--- src/rtl/bitcell_pkg.sv ---
// Shared types and helpers for the bitcell memory arbiter slice.
package bitcell_pkg;

  // Sequencer states for one array access.
  typedef enum logic [1:0] {
    ST_IDLE   = 2'b00,
    ST_SETUP  = 2'b01,
    ST_ACCESS = 2'b10,
    ST_DONE   = 2'b11
  } state_t;

  // Requester operation codes carried on the we lines.
  localparam logic OP_READ  = 1'b0;
  localparam logic OP_WRITE = 1'b1;

  // Modular add used for round-robin index arithmetic.
  function automatic int wrap_add(input int base, input int offset, input int n);
    return (base + offset) % n;
  endfunction

endpackage

--- src/rtl/rr_arbiter.sv ---
// Combinational round-robin picker: first active request at or above ptr, wrapping.
module rr_arbiter
  import bitcell_pkg::*;
#(
  parameter  int N_REQ = 2,
  localparam int IW    = (N_REQ > 1) ? $clog2(N_REQ) : 1
) (
  input  logic [N_REQ-1:0] req,
  input  logic [IW-1:0]    ptr,
  output logic [N_REQ-1:0] win_onehot,
  output logic [IW-1:0]    win_idx,
  output logic             any_req
);

  // rot_idx[k] is the requester examined k-th when searching from ptr.
  logic [IW-1:0]    rot_idx [N_REQ];
  logic [N_REQ-1:0] rot_req;

  generate
    for (genvar gi = 0; gi < N_REQ; gi++) begin : g_rot
      assign rot_idx[gi] = IW'(wrap_add(int'(ptr), gi, N_REQ));
      assign rot_req[gi] = req[rot_idx[gi]];
    end
  endgenerate

  // Scan from the far end so the closest request to ptr wins last.
  always_comb begin
    win_idx    = ptr;
    win_onehot = '0;
    any_req    = |req;
    for (int i = N_REQ - 1; i >= 0; i--) begin
      if (rot_req[i]) begin
        win_idx = rot_idx[i];
      end
    end
    if (any_req) begin
      win_onehot[win_idx] = 1'b1;
    end
  end

endmodule

--- src/rtl/bitcell_mem_arbiter.sv ---
// Shares one bitcell array between N_REQ clients: round-robin grant, then a
// fixed SETUP / ACCESS x ACCESS_CYCLES / DONE sequence on the array lines.
module bitcell_mem_arbiter
  import bitcell_pkg::*;
#(
  parameter int N_REQ         = 2,
  parameter int AW            = 3,
  parameter int DW            = 4,
  parameter int ACCESS_CYCLES = 1
) (
  input  logic                clk,
  input  logic                rst_n,
  input  logic [N_REQ-1:0]    req,
  input  logic [N_REQ-1:0]    we,
  input  logic [N_REQ*AW-1:0] addr,
  input  logic [N_REQ*DW-1:0] wdata,
  output logic [N_REQ-1:0]    gnt,
  output logic [N_REQ-1:0]    ack,
  output logic [DW-1:0]       rdata,
  output logic                busy,
  output logic                cell_sel,
  output logic                cell_we,
  output logic [AW-1:0]       cell_addr,
  output logic [DW-1:0]       cell_wdata,
  input  logic [DW-1:0]       cell_rdata
);

  localparam int IW = (N_REQ > 1) ? $clog2(N_REQ) : 1;
  localparam int CW = $clog2(ACCESS_CYCLES + 1);

  // Per-requester views of the packed address/data buses.
  logic [AW-1:0] addr_arr  [N_REQ];
  logic [DW-1:0] wdata_arr [N_REQ];

  generate
    for (genvar gi = 0; gi < N_REQ; gi++) begin : g_unpack
      assign addr_arr[gi]  = addr[gi*AW +: AW];
      assign wdata_arr[gi] = wdata[gi*DW +: DW];
    end
  endgenerate

  state_t            state_reg, state_next;
  logic [IW-1:0]     ptr_reg;
  logic [N_REQ-1:0]  win_oh_reg;
  logic [IW-1:0]     win_idx_reg;
  logic              we_reg;
  logic [AW-1:0]     addr_reg;
  logic [DW-1:0]     wdata_reg;
  logic [DW-1:0]     rdata_reg;
  logic [CW-1:0]     cnt_reg;

  logic [N_REQ-1:0]  arb_oh;
  logic [IW-1:0]     arb_idx;
  logic              arb_any;
  logic              access_last;

  rr_arbiter #(
    .N_REQ (N_REQ)
  ) u_rr (
    .req        (req),
    .ptr        (ptr_reg),
    .win_onehot (arb_oh),
    .win_idx    (arb_idx),
    .any_req    (arb_any)
  );

  assign access_last = (cnt_reg == CW'(ACCESS_CYCLES - 1));
  assign cell_addr   = addr_reg;
  assign cell_wdata  = wdata_reg;
  assign rdata       = rdata_reg;

  // State register.
  always_ff @(posedge clk or negedge rst_n) begin
    if (!rst_n) begin
      state_reg <= ST_IDLE;
    end else begin
      state_reg <= state_next;
    end
  end

  // Next state and phase-decoded array/handshake outputs.
  always_comb begin
    state_next = state_reg;
    busy       = 1'b0;
    gnt        = '0;
    ack        = '0;
    cell_sel   = 1'b0;
    cell_we    = 1'b0;
    case (state_reg)
      ST_IDLE: begin
        if (arb_any) begin
          state_next = ST_SETUP;
        end
      end
      ST_SETUP: begin
        busy       = 1'b1;
        gnt        = win_oh_reg;
        cell_sel   = 1'b1;
        state_next = ST_ACCESS;
      end
      ST_ACCESS: begin
        busy     = 1'b1;
        gnt      = win_oh_reg;
        cell_sel = 1'b1;
        cell_we  = (we_reg == OP_WRITE);
        if (access_last) begin
          state_next = ST_DONE;
        end
      end
      ST_DONE: begin
        busy       = 1'b1;
        gnt        = win_oh_reg;
        ack        = win_oh_reg;
        state_next = ST_IDLE;
      end
      default: begin
        state_next = ST_IDLE;
      end
    endcase
  end

  // Capture the winner's command at grant; later input changes are ignored.
  always_ff @(posedge clk or negedge rst_n) begin
    if (!rst_n) begin
      win_oh_reg  <= '0;
      win_idx_reg <= '0;
      we_reg      <= OP_READ;
      addr_reg    <= '0;
      wdata_reg   <= '0;
    end else if (state_reg == ST_IDLE && arb_any) begin
      win_oh_reg  <= arb_oh;
      win_idx_reg <= arb_idx;
      we_reg      <= we[arb_idx];
      addr_reg    <= addr_arr[arb_idx];
      wdata_reg   <= wdata_arr[arb_idx];
    end
  end

  // ACCESS phase counter, cleared on the SETUP->ACCESS edge.
  always_ff @(posedge clk or negedge rst_n) begin
    if (!rst_n) begin
      cnt_reg <= '0;
    end else if (state_reg == ST_SETUP) begin
      cnt_reg <= '0;
    end else if (state_reg == ST_ACCESS && !access_last) begin
      cnt_reg <= cnt_reg + CW'(1);
    end
  end

  // Read data is taken on the last ACCESS edge and held until the next read.
  always_ff @(posedge clk or negedge rst_n) begin
    if (!rst_n) begin
      rdata_reg <= '0;
    end else if (state_reg == ST_ACCESS && access_last && we_reg == OP_READ) begin
      rdata_reg <= cell_rdata;
    end
  end

  // Pointer moves past the winner once its transaction completes.
  always_ff @(posedge clk or negedge rst_n) begin
    if (!rst_n) begin
      ptr_reg <= '0;
    end else if (state_reg == ST_DONE) begin
      ptr_reg <= IW'(wrap_add(int'(win_idx_reg), 1, N_REQ));
    end
  end

endmodule

--- config.mk ---
export PLATFORM = sky130hd
export DESIGN_NAME = bitcell_mem_arbiter
export DESIGN_NICKNAME = d
export VERILOG_FILES = /design/src/rtl/bitcell_pkg.sv /design/src/rtl/rr_arbiter.sv /design/src/rtl/bitcell_mem_arbiter.sv
export SDC_FILE = /design/constraint.sdc
export NUM_CORES = 1
export LEC_CHECK = 0
export ABC_AREA = 1
export CORE_MARGIN = 2
export CORE_UTILIZATION = 39
export DETAILED_ROUTE_END_ITERATION = 16
export DONT_BUFFER_PORTS = 1
export HOLD_SLACK_MARGIN = 0.15
export SYNTH_ARGS = -nofsm -noshare
export SYNTH_HDL_FRONTEND = slang
export SYNTH_SLANG_ARGS = --single-unit
export TNS_END_PERCENT = 10
--- constraint.sdc ---
create_clock -name clk -period 1.5 [get_ports clk]
set_input_delay 0.3 -clock clk [delete_from_list [all_inputs] [get_ports clk]]
set_output_delay 0.3 -clock clk [all_outputs]
set_load 0.005 [all_outputs]
==> impl_results.md, run 1 <==
* Crit share post-route at 0.9653
* Clock sink total at 19
* Layout cell share with drive strength beyond 1 at 0.1267
* Min-delay worst type: in2reg
* N_diodes at 0
* P_leak at between 0.6 and 0.7 nW
* Vias in the first global route at 880
* Final Max Slew Viols at 0
* Number of setup violations in the final report at 0
* Non-filler cells, final at 180
* Reg clk slew, reported paths at ~0.11 ns
* Root Buffer: clkbuf_4
* Seq. cell area at roughly 480 µm²
* Setup ws final at between 0.05 and 0.06 ns
* Gate power share at 0.439
* Row cnt at 18
* RSZ-0062 raised after global routing: true
* Crit-path max FO at 5
* Clk Latency, worst-skew pair at ~0.30 ns
* Crit path max-delay cell type: dfrtp_2
* Die area at 3147 µm²
* Async set-reset flop share out of synthesis at 1.000
* I/O pin count at between 40 and 50
* DP Wirelength at around 1700 µm
* Placed insts at between 150 and 200
* Syn_area_per_cell at 7.561 µm²
* Ranking of synthesized cells by area: dfrtp_1, nand2_1, inv_1
* Yosys reg bits at 19
* IO Port Bufs at 0
* Post-synth EDFFs at 0
* Largest stage delay, worst path at approximately 0.46 ns
* CTS tree: built
* Most frequent cells after synthesis: nand2_1, inv_1, nand3_1
* DRT Pass-1 Iters at 4
* Initial Util at 0.4196
* Largest net degree at the start of global routing at 20
* CP Cell Sequence: buf_6 -> ha_4 -> nand2_1 -> inv_1
* Switch share at 0.4318
* Area leader, netlist: dfrtp_1
* TritonCTS buffer count at 3
* Final Hold Fails at 0
* Synthesized Nets at 170
* Max VDD drop at roughly 800 µV
* Fillers at around 270
* Initial antenna violation count at 0
* Yosys top cell area share at 0.4492
* Ys Warns at 0
* Placed inst area at around 1100 µm²
* Post-route ant nets at 0
* Initial DRC count at 40
* F_max at slightly below 700 MHz
* Die Span X at around 56 µm
* CTS max path bufs at 2
* Final instance area at roughly 1200 µm²
* First-pass GRT wire length at about 4000 µm
* Hold Worst Slack at 0.1981 ns
* Clock skew at between 0.004 and 0.005 ns
* Die Y at around 56 µm
* Area of the multi-input gates at between 400 and 500 µm²
* Tmin final at ~1.4 ns
* Post-layout nets at approximately 180
* Core Area at 2522 µm²
* Area delta synth->final at 13.24%
* Power Density at 1825 nW/µm²
* Avg WL per Cell at between 10 and 15 µm
* Post-Syn Area at approximately 1100 µm²
* Data required, critical path at approximately 1.2 ns
* Drc violations at 0
* Post-Syn Instances at 140
* Internal Power at 1.243 mW
* Post-synthesis sequential area ratio at 0.4492
* GRT overflow at 0
* Vias at between 800 and 900
* WS Path Type: reg2out
* CP Data Arrival Time at ~1.2 ns
* H-tree Lvls at 1
* CP Launch Type: flop
* Worst-Margin Slew at a little under 0.9 ns
* GRT Util Overall at 0.1569
* Synth Flop Type: dfrtp_1
* Reg power frac at 0.442
* Final WL at around 2200 µm
* Place WS at between 0.07 and 0.08 ns
* Reg2reg setup slack at between 0.1 and 0.15 ns
* Setup TNS at 0 ns
* Vias/cell at ~4.8
* Crit end category: output port
* Distinct cells, synth at 17
* Most numerous cell in the Yosys netlist: nand2_1
* Gpl congestion at 0.7287
* Proportion of power drawn by the clock network at 0.119
* Switch Pwr at 944.5 µW
* Worst slew margin at 0.4079
* Outcome: complete, no violations
* Max_cap viols at 0
final timing paths:
check	startpoint	cells after the start	end
hold reg to reg	win_idx_reg	1	ptr_reg
max in group asynchronous	rst_n	1	state_reg[1]
setup / recovery	state_reg[1]	4	cell_we
setup reg to reg	state_reg[0]	7	cell_wdata[1]
hold / removal	addr[1]	4	cell_addr[1]
min in group asynchronous	rst_n	1	rdata[1]
stage by stage:
| stage | utilization | total power [mW] |
|---|---|---|
| floorplan | - | 1.642 |
| global placement | 0.4286 | 1.803 |
| detailed placement | 0.4286 | 1.837 |
| CTS | 0.4712 | 2.207 |
| global route | 0.4752 | 2.440 |
| finish | 0.4752 | 2.188 |
cells by family after synthesis:
group	synth area share
simple gates	0.3333
fa+ha+maj	0.07092
buf+inv	0.1277
flops	0.4492
compound gates	0.01890
cells in the final DEF, fill, tap and decap left out, types with 2 or more instances in the layout:
cell type / count
nor2_4: 2
o21ai_0: 2
nor2_1: 5
nand2_2: 2
dfrtp_1: 18
dlygate4sd3_1: 5
inv_2: 3
ha_1: 4
inv_1: 27
buf_4: 2
clkbuf_4: 3
nand3_1: 21
nand2_1: 46
timing repair:
action                                  CTS  global route
endpoints found under the setup margin    4            17
pin swaps                                 2             0
hold buffers                              5             0
resized for setup                         5             3
buffers inserted                          2             0
endpoints found under the hold margin    23             0
metal layers:
metal	global-route usage	wire length, µm
met2	0.2555	1046
met1	0.1971	985
met3	0.04186	147
met4	0.06122	13
met5	0	0
layout make-up:
cell class | instances | area share
sequential | 19 | 0.3977
multi-input combinational | 89 | 0.3904
inverter | 30 | 0.09395
timing repair buffer | 8 | 0.06367
tap | 30 | 0.03132
clock buffer | 3 | 0.01879
clock inverter | 1 | 0.004175
power groups by stage:
| stage | clock, mW | sequential (mW) | combinational (mW) |
|---|---|---|---|
| 2_1_floorplan | 0 | 0.920 | 0.722 |
| 3_3_place_gp | 0 | 0.965 | 0.838 |
| 4_1_cts | 0.276 | 0.967 | 0.964 |
| 6_report | 0.261 | 0.967 | 0.960 |
| 5_1_grt | 0.302 | 1.00 | 1.14 |
| 3_5_place_dp | 0 | 0.973 | 0.863 |
worst max-delay path, delay by kind of cell, from the launching register on:
family                   cells  cell delay [ns]
AND/OR/NAND/NOR              1             0.05
buffers and inverters        2             0.18
adder cells (fa/ha/maj)      1             0.15
flip-flops                   1             0.46
Note: power is estimated with default switching activity, not from simulation.
==> inputs of run 2 (changes only) <==
--- a/config.mk
+++ b/config.mk
@@ -7,10 +7,11 @@
 export LEC_CHECK = 0
 export ABC_AREA = 1
 export CORE_MARGIN = 2
-export CORE_UTILIZATION = 39
+export CORE_UTILIZATION = 55
 export DETAILED_ROUTE_END_ITERATION = 16
 export DONT_BUFFER_PORTS = 1
 export HOLD_SLACK_MARGIN = 0.15
+export PLACE_DENSITY = 0.7
 export SYNTH_ARGS = -nofsm -noshare
 export SYNTH_HDL_FRONTEND = slang
 export SYNTH_SLANG_ARGS = --single-unit
==> run 2 against run 1 <==
  * Sequential power decreased by 2%
  * Non-clock buffer count unchanged
  * Clock skew decreased by 0.0035 ns
  * Routed wire length decreased by 5.6%
  * Die area decreased by 27%
  * Global-route usage increased by 4.9 points
  * Critical path type unchanged
  * Largest cell class unchanged
  * Largest power group unchanged
  * Highest routed layer unchanged
==> impl_results.md, run 2 (synthesized netlist as in run 1, its figures left out) <==
* Outcome: complete, no violations
* Top routing layer in use: met4
* Post-route ant nets at 0 (unchanged)
* H-tree Lvls at 1 (unchanged)
* Crit path max-delay cell type: dfrtp_1
* Crit share post-route at 0.9712 (+0.005898)
* Initial DRC count at 8 (-80%)
* Area delta synth->final at 10.99%
* CTS max path bufs at 2 (unchanged)
* Die area at 2292 µm² (-27%)
* Reg clk slew, reported paths at 0.11 ns (about the same)
* CP Cell Sequence: inv_1 -> ha_1
* IO Port Bufs at 0 (unchanged)
* CTS tree: built
* WS Path Type: reg2out
* Initial antenna violation count at 0 (unchanged)
* Clock skew at 0.001351 ns (-0.003522 ns)
* Root Buffer: clkbuf_4
* Final Max Slew Viols at 0 (unchanged)
* Core Util, Final at 0.6660 (+0.1908)
* M1 WL at 919 µm (-6.7%)
* Crit-path max FO at 4 (-1)
* Final Hold Fails at 0 (unchanged)
* GRT Util Overall at 0.2063 (+0.04944)
* Min-delay worst type: in2reg
* Worst-Margin Slew at 0.8391 ns (-0.04611 ns)
* Largest stage delay, worst path at 0.43 ns (-0.03 ns)
* Die Span X at 47.87 µm (-15%)
* Tmin final at 1.457 ns (+0.008847 ns)
* Drc violations at 0 (unchanged)
* Avg WL per Cell at 11.83 µm (-2.9%)
* P_leak at 0.6906 nW (-0.23%)
* Largest net degree at the start of global routing at 20 (unchanged)
* Most frequent cells in the layout: nand2_1, inv_1, nand3_1
* Detail Route met3 WL at 94 µm (-36%)
* Fillers at 181 (-33%)
* Gpl congestion at 0.7852 (+7.8%)
* Initial Util at 0.6000 (+0.1804)
* N_diodes at 0 (unchanged)
* Place WS at 0.1698 ns (+0.09405 ns)
* I/O pin count at 42 (unchanged)
* Data required, critical path at 1.20 ns (about the same)
* First-pass GRT wire length at 3249 µm (-17%)
* Crit end category: output port
* Vias at 853 (-0.70%)
* Power Density at 1821 nW/µm² (-0.23%)
* Setup ws final at 0.04324 ns (-0.008847 ns)
* Core Area at 1764 µm² (-30%)
* F_max at 686.5 MHz (-0.61%)
* Vias in the first global route at 734 (-17%)
* Number of setup violations in the final report at 0 (unchanged)
* Vias/cell at 4.874 (+2.1%)
* Max_cap viols at 0 (unchanged)
* TritonCTS buffer count at 3 (unchanged)
* DP Wirelength at 1527 µm (-9.1%)
* GRT overflow at 0 (unchanged)
* Row cnt at 15 (-3)
* Die Y at 47.87 µm (-15%)
* Clk Latency, worst-skew pair at 0.29 ns (about the same)
* Worst slew margin at 0.4388 (+0.03085)
* Final WL at 2070 µm (-5.6%)
* Commonest non-fill, non-tap cell in the layout: nand2_1
* CP Launch Type: flop
* RSZ-0062 raised after global routing: true
* Max VDD drop at 1087 µV (+36%)
* DRT Pass-1 Iters at 4 (unchanged)
* CP Data Arrival Time at 1.16 ns (about the same)
* Clock sink total at 19 (unchanged)
* Met2 Wirelength at 1043 µm (-0.29%)
* Layout cell share with drive strength beyond 1 at 0.1200 (-0.006667)
* Post-layout nets at 181 (unchanged)
run 2: power breakdown:
group	internal (mW)	switching [mW]
registers	0.760	0.190
logic	0.363	0.572
clock network	0.0991	0.156
total	1.22	0.918
run 2: path summary, 6_finish.rpt:
| path | from | end | slack (ns) | cells past startpoint |
|---|---|---|---|---|
| setup / recovery | state_reg[1] | cell_sel | 0.04 | 2 |
| hold / removal | wdata[0] | cell_wdata[0] | 0.21 | 4 |
| setup reg to reg | state_reg[1] | win_oh_reg[1] | 0.16 | 7 |
| hold reg to reg | win_idx_reg | ptr_reg | 0.44 | 1 |
| max in group asynchronous | rst_n | we_reg | 0.44 | 1 |
| min in group asynchronous | rst_n | rdata[3] | 0.55 | 1 |
run 2: through the flow:
step	area, µm²	std cells	TNS (ns)	hold slack, ns	power (mW)
floorplan	1059	140	0	0.004409	1.642
global placement	1075	164	0	0.004828	1.782
detailed placement	1075	164	0	0.004794	1.818
CTS	1160	174	0	0.1501	2.146
global route	1175	175	-0.1569	0.2138	2.372
finish	1175	175	0	0.2068	2.139
run 2: worst max-delay path: cells and delay by family, from the launching register on:
| family | cells | cell delay (ns) |
|---|---|---|
| flops | 1 | 0.43 |
| buf+inv | 1 | 0.10 |
| fa+ha+maj | 1 | 0.33 |
run 2: timing repair:
| item | in CTS | in global routing |
|---|---|---|
| gates resized for setup | 1 | 3 |
| gates cloned | 0 | 0 |
| pin swaps | 2 | 0 |
| setup endpoints to repair | 3 | 7 |
| hold endpoints to repair | 22 | 1 |
| buffers inserted | 2 | 0 |
| hold buffers | 4 | 1 |
run 2: metal layers:
| metal | GRT usage | up-vias |
|---|---|---|
| li1 | - | 436 |
| met1 | 0.2587 | 386 |
| met2 | 0.3547 | 29 |
| met3 | 0.03774 | 2 |
| met4 | 0.07027 | 0 |
| met5 | 0 | - |
run 2: area by class of cell:
cell class,count,area (µm²),share of cell area
repair buffers,8,72.57,0.06177
well taps,25,31.28,0.02662
multi-input cells,89,455.4,0.3876
clock inverters,1,5.005,0.004260
clock buffers,3,22.52,0.01917
flip-flops and latches,19,475.5,0.4047
inverters,30,112.6,0.09585
